`config.mk`:
```
export PLATFORM = sky130hd
export DESIGN_NAME = dram_result_reporter
export DESIGN_NICKNAME = d
export VERILOG_FILES = /design/src/rtl/dram_result_reporter.sv
export SDC_FILE = /design/constraint.sdc
export NUM_CORES = 1
export LEC_CHECK = 0
export ABC_AREA = 1
export CAP_MARGIN = 0
export CORE_MARGIN = 4
export CORE_UTILIZATION = 45
export DETAILED_ROUTE_END_ITERATION = 10
export PLACE_DENSITY = 0.64
export SKIP_CTS_REPAIR_TIMING = 1
export SLEW_MARGIN = 20
export SYNTH_ARGS = -nofsm -noshare
export SYNTH_HDL_FRONTEND = slang
export SYNTH_SLANG_ARGS = --single-unit
```
`constraint.sdc`:
```
create_clock -name clk -period 2.7 [get_ports clk]
set_clock_uncertainty 0.15 [all_clocks]
set_input_delay 0.405 -clock clk [delete_from_list [all_inputs] [get_ports clk]]
set_output_delay 0.405 -clock clk [all_outputs]
set_load 0.02 [all_outputs]
```
`src/rtl/dram_result_reporter.sv`:
```
// Buffers DRAM test-controller events in a small FIFO and streams each one to
// uart_tx as a 12-byte ASCII line "T@AAA:DDDD\r\n".
module dram_result_reporter #(
  parameter int FIFO_DEPTH = 4,
  parameter int CNT_W      = $clog2(FIFO_DEPTH) + 1
) (
  input  logic             clk,
  input  logic             rst,
  input  logic             ev_valid,
  input  logic             ev_type,
  input  logic [11:0]      ev_addr,
  input  logic [15:0]      ev_data,
  output logic             ev_ready,
  output logic             tx_start,
  output logic [7:0]       tx_data,
  input  logic             tx_busy,
  output logic [CNT_W-1:0] fifo_count,
  output logic [7:0]       overflow_cnt,
  output logic             busy
);
  localparam int PTR_W = $clog2(FIFO_DEPTH);
  localparam int EW    = 29;

  typedef enum logic [1:0] {IDLE, SEND, ACK, DONE} state_t;

  logic [EW-1:0]    mem [FIFO_DEPTH];
  logic [PTR_W-1:0] wr_ptr, rd_ptr;
  logic [EW-1:0]    frame;
  logic [3:0]       idx;
  logic [7:0]       cur_byte;
  state_t           state;
  logic             push, pop, full;

  // Full test uses the pre-edge count, so a same-edge pop never admits a push.
  assign full     = (fifo_count == CNT_W'(FIFO_DEPTH));
  assign ev_ready = !full;
  assign push     = ev_valid && !full;
  assign pop      = (state == IDLE) && (fifo_count != '0);
  assign busy     = (state != IDLE);

  always_ff @(posedge clk) begin
    if (push) mem[wr_ptr] <= {ev_type, ev_addr, ev_data};
  end

  always_ff @(posedge clk or posedge rst) begin
    if (rst) begin
      wr_ptr       <= '0;
      rd_ptr       <= '0;
      fifo_count   <= '0;
      overflow_cnt <= '0;
    end else begin
      if (push) wr_ptr <= wr_ptr + 1'b1;
      if (pop)  rd_ptr <= rd_ptr + 1'b1;
      case ({push, pop})
        2'b10:   fifo_count <= fifo_count + 1'b1;
        2'b01:   fifo_count <= fifo_count - 1'b1;
        default: fifo_count <= fifo_count;
      endcase
      if (ev_valid && !push && overflow_cnt != 8'hFF)
        overflow_cnt <= overflow_cnt + 1'b1;
    end
  end

  function automatic logic [7:0] hex(input logic [3:0] n);
    return (n < 4'd10) ? 8'h30 + {4'h0, n} : 8'h37 + {4'h0, n};
  endfunction

  // frame = {type, addr[11:0], data[15:0]}
  always_comb begin
    cur_byte = 8'h0A;
    case (idx)
      4'd0:    cur_byte = frame[28] ? 8'h52 : 8'h57;
      4'd1:    cur_byte = 8'h40;
      4'd2:    cur_byte = hex(frame[27:24]);
      4'd3:    cur_byte = hex(frame[23:20]);
      4'd4:    cur_byte = hex(frame[19:16]);
      4'd5:    cur_byte = 8'h3A;
      4'd6:    cur_byte = hex(frame[15:12]);
      4'd7:    cur_byte = hex(frame[11:8]);
      4'd8:    cur_byte = hex(frame[7:4]);
      4'd9:    cur_byte = hex(frame[3:0]);
      4'd10:   cur_byte = 8'h0D;
      default: cur_byte = 8'h0A;
    endcase
  end

  always_ff @(posedge clk or posedge rst) begin
    if (rst) begin
      state    <= IDLE;
      idx      <= '0;
      frame    <= '0;
      tx_start <= 1'b0;
      tx_data  <= '0;
    end else begin
      tx_start <= 1'b0;
      case (state)
        IDLE: if (pop) begin
          frame <= mem[rd_ptr];
          idx   <= '0;
          state <= SEND;
        end
        SEND: if (!tx_busy) begin
          tx_start <= 1'b1;
          tx_data  <= cur_byte;
          state    <= ACK;
        end
        // Wait for the UART to acknowledge before watching for it to go idle.
        ACK: if (tx_busy) state <= DONE;
        DONE: if (!tx_busy) begin
          if (idx == 4'd11) state <= IDLE;
          else begin
            idx   <= idx + 1'b1;
            state <= SEND;
          end
        end
        default: state <= IDLE;
      endcase
    end
  end
endmodule
```
# Word-level counts from Yosys, hierarchy flattened
# Memories as Yosys holds them, arrays and structs flattened. A register that Yosys moved wholly into a read port is not among the register bits.
# Cells that the tools add are included.
# Widths: inputs -> output; s select.
# word_totals
latchBits,0
regBits,30
mem_count,1
ramBits,116
mem_bits_ro,0
output_inout_bits,22
# op_classes
n_bitwise,1
shifts,0
order_cmp,7
eq_ne,23
n_div,0
muxes,24
n_reduce_logical,16
n_addsub,20
mul,0
# mem_list
memory,words,width,read_ports,rd_ports_with_merged_regs,write_ports,line_no,text
mem,4,29,1,1,1,26,logic [EW-1:0] mem [FIFO_DEPTH];
# op_table
cell,count
$add 6x4->7 const A,14
$pmux 7 s11,1
$mux 7,7
$lt 4x4->1 const B,7
$eq 4x3->1 const B,4
$eq 4x4->1 const B,4
$mux 4,3
$ne 2x2->1 const B,5
$add 8x1->8 const B,1
$eq 4x2->1 const B,2
$mux 2,4
$ne 8x8->1 const B,1
$pmux 2 s4,1
$pmux 4 s2,1
$reduce_and 4->1,2
$eq 2x2->1 const B,3
$pmux 3 s2,1
$reduce_bool 2->1,3
$mux 1,5
$add 2x1->2 const B,2
$add 4x1->4 const B,1
$eq 2x1->1 const B,2
$eq 4x1->1 const B,1
$logic_and 1x1->1,4
other kinds (10),12

# Depth between registers and ports, before layout
# logic_depth
word_depth,6
depth_mapped,11
ltp_nobuf,11

# Least setup slack after synthesis
# OpenSTA, ideal clock, no wires.
# synth_path
path_kind,register -> register
start,reg fifo_count[0]
end,mem mem[0][0] (enable)
setup_time_ps,415
t_arrival_ps,2168
stages_incl_launch_ff,5
slack_ps,-33
path_buffers,0
cell_sequence,dfrtp_1 > inv_2 > nand3_4 > nand2_2 > nor2_1
# synth_between
elab_chain_cells,5
# synth_rtl
item,line_no,text
from (decl),17,"output logic [CNT_W-1:0] fifo_count,"
from (signal assigned),55,2'b10: fifo_count <= fifo_count + 1'b1;
from (signal assigned),56,2'b01: fifo_count <= fifo_count - 1'b1;
from (signal assigned),57,default: fifo_count <= fifo_count;
$eq 3x3->1,35,assign full = (fifo_count == CNT_W'(FIFO_DEPTH));
$logic_not 1->1,n/a,
net ev_ready,13,"output logic ev_ready,"
$logic_and 1x1->1,37,assign push = ev_valid && !full;
$mux 1,42,"if (push) mem[wr_ptr] <= {ev_type, ev_addr, ev_data};"
$mux 1 (not written as such),42,
to (decl),26,
# The timed path passes the listed nets, and every way through them passes these cells.

# Worst setup path in the final report
# layout_path
start,reg state[0]
end,out busy
# layout_between
elab_chain_cells,1
# layout_rtl
item,line_no,text
from (decl),31,state_t state;
from (signal assigned),89,state <= IDLE;
from (signal assigned),100,state <= SEND;
from (signal assigned),105,state <= ACK;
$reduce_bool 2->1,39,assign busy = (state != IDLE);
to (decl),19,output logic busy
# No other way between the ends.

==> impl_metrics.yaml <==
worst_setup_path:
  crit_required_ns: 2.14
  end_kind: "output pin"
  cp-start-kind: "flop"
  crit_top_cell: "inv_1"
  arrival_ns: 1.87
  slowest_delay_ns: 0.60
  worstPathCellList: "inv_1 -> ha_1 -> inv_1 -> clkdlybuf4s50_1"
  path_max_fanout: 4
  worst-path-stages: 4
  critPathTopFamily: "buffers and inverters"
  reg2reg_depth: 10
  cp_slowest_cell: "clkdlybuf4s50_1"
  crit_buf_inv: 3
  timing_worst_setup_path_type: "reg2out"
timing:
  fin_tns_setup_ns: 0
  tightest_slew_ns: 0.5595
  fin_worst_hold_slack_ns: 0.1549
  finalHoldViolCount: 0
  setup_viol: 0
  slew_headroom_pct: 62.70
  fin_crit_sh_pct: 89.79
  finalCriticalPeriod_ns: 2.424
  rsz0062_at_grt: "no"
  slew_viol_final: 0
  max_freq_mhz: 412.5
synthesis:
  ys_top_cells_by_count: "nand2_1, edfxtp_1, nor2_1, o21ai_0, nand3_1"
  synth_edf_count: 116
  synth_warnings: 0
  synth.largest_area_cell: "edfxtp_1"
  synth-async-reset-ratio_pct: 33.33
  synth_most_common_cell: "nand2_1"
  syn_avg_cell_area_um2: 9.900
  synthFlopType: "edfxtp_1"
  synth_nets: 879
  synth_cells: 824
  ys_ff_latch: 174
  yosys-top-cells-area: "edfxtp_1, dfrtp_1, nand2_1"
  ys_seq_area_share_pct: 60.49
  syn-cell-area_um2: 8158
  ys_types: 35
  synth_top_area_share_pct: 42.70
power:
  switching_share_pct: 38.61
  p_leak_nw: 3.896
  irDropWorstVdd_uv: 523.8
  clkPwrFrac_pct: 23.7
  combPwrFrac_pct: 38.5
  p_switching_mw: 4.130
  intPower_mw: 6.566
  powerDensity_nw_per_um2: 1115
  p_seq_share_pct: 37.8
job:
  cap_viol_max_count: 0
outcome:
  status: "completed"
global_route:
  met2_usage_pct: 27.72
  grt_pass1_wl_um: 27510
  grt-ovfl-total: 0
  globalRouteTotalUtil_pct: 17.13
  busiest_layer: "met2"
  grt_max_degree: 60
  use_met1_pct: 23.39
  grt_use_met3_pct: 3.583
  antenna_found_initial: 0
  first_global_vias: 5411
routing:
  drc: 0
  dr.pass1.iters: 5
  via_count: 5664
  drt_wl_total_um: 16420
  drtIter0Drc: 375
  via_per_inst: 5.084
  wl_per_cell_um: 14.74
  ant_nets: 0
final_layout:
  area_growth_pct: 17.55
  fin_area_um2: 9589
  drive_above_1_share_pct: 9.111
  antenna_cells: 0
  post-route-util_pct: 54.68
  final_cells: 1114
  nNetsFinal: 931
clock_tree:
  cts.sinks: 174
  worstSkewPairLatency_ns: 0.43
  clock_path_buffers: 2
  clkTransAtPathRegs_ns: 0.07
  root_buffer: "clkbuf_16"
  cts_tree: "yes"
  htree_levels: 4
  cts_made_buffers: 17
place:
  io_buffers: 53
  gp_congestion: 0.8947
  placed_area_um2: 8980
  dp_hpwl_um: 10810
  dp_cells: 1082
floorplan:
  ios: 55
  die_w_um: 142.6
  dieArea_um2: 20350
  core_area_um2: 17540
  rows: 48
  die_y_um: 142.6
  start_util_pct: 46.52
min_path:
  min_path_type: "in2async"
-- routing by layer --
layer | routed length [µm] | share of wire (%) | vias to the layer above
met5 | 0 | 0 | -
met4 | 288 | 1.8 | 0
met3 | 633 | 3.9 | 23
met2 | 7627 | 46 | 99
met1 | 7871 | 48 | 2651
li1 | - | - | 2891
-- cells in the final DEF (no fill, tap or decap), types with 2 or more instances in the layout --
cell	count
buf_12	6
a21oi_1	6
edfxtp_1	116
o21ai_1	31
nand3_1	64
inv_8	2
nor2_2	4
nand2_1	175
nand2_2	4
o21ai_0	72
buf_4	7
clkbuf_16	17
ha_1	21
o21ai_2	2
nand4_1	3
clkinvlp_4	2
xnor2_1	2
inv_6	5
nor2_4	5
clkdlybuf4s50_1	53
inv_1	61
dfrtp_1	58
o22ai_1	29
inv_2	11
nand3_2	5
xor2_1	13
clkinv_1	3
nor2_1	96
bufinv_16	3
-- registers in the layout (all words and copies together) (netlist names) --
register      flops
idx               4
wr_ptr            2
rd_ptr            2
fifo_count        3
mem             116
tx_start          1
state             2
overflow_cnt      8
frame            29
tx_data           7
-- kinds of logic after synthesis --
kind of cell / Yosys count / synth area share, %
AO/OA/AOI/OAI: 143 / 9.678
XOR/XNOR: 15 / 1.610
adder cells (fa/ha/maj): 22 / 3.466
AND/OR/NAND/NOR: 360 / 19.00
flip-flops: 174 / 60.49
other: 1 / 0.04597
buffers and inverters: 109 / 5.706
-- worst paths after layout --
check | slack [ns] | endpoint | startpoint
max | 0.28 | busy | state[0]
min | 0.15 | overflow_cnt[7] | rst
max reg2reg | 0.46 | fifo_count[2] | state[0]
min reg2reg | 0.34 | tx_data[4] | tx_data[4]
max in group asynchronous | 1.69 | frame[15] | rst
min in group clk | 0.34 | tx_data[4] | tx_data[4]
-- worst reg2reg max path, cell delays in order (launching register included) --
cell,delay (ns)
dfrtp_1,0.41
inv_1,0.13
ha_1,0.28
o31ai_4,0.13
inv_2,0.07
ha_1,0.13
inv_1,0.06
fa_1,0.38
a21oi_1,0.14
o21ai_0,0.10
xor2_1,0.15
-- stage by stage --
step / setup slack [ns] / total power, mW
after floorplan: -0.03308 / 6.954
after global placement: 0.3500 / 8.168
after detailed placement: 0.3473 / 8.247
after CTS: 0.2511 / 10.80
after global routing: 0.1893 / 11.52
final: 0.2755 / 10.70
-- final cells by class --
cell class | instances | area, µm²
fill | 1559 | 7948
clock buffer | 18 | 429.2
tap | 225 | 281.5
sequential | 174 | 4935
inverter | 76 | 292.8
timing repair buffer | 66 | 703.2
clock inverter | 14 | 180.2
multi-input combinational | 541 | 2768
-- power groups by stage --
stage	combinational (mW)	clock [mW]	sequential (mW)
after global routing	4.68	2.70	4.14
final	4.11	2.54	4.05
after detailed placement	4.15	0	4.10
after CTS	4.17	2.58	4.05
after floorplan	2.85	0	4.11
after global placement	4.09	0	4.08
Power figures use the tool's default switching activity.
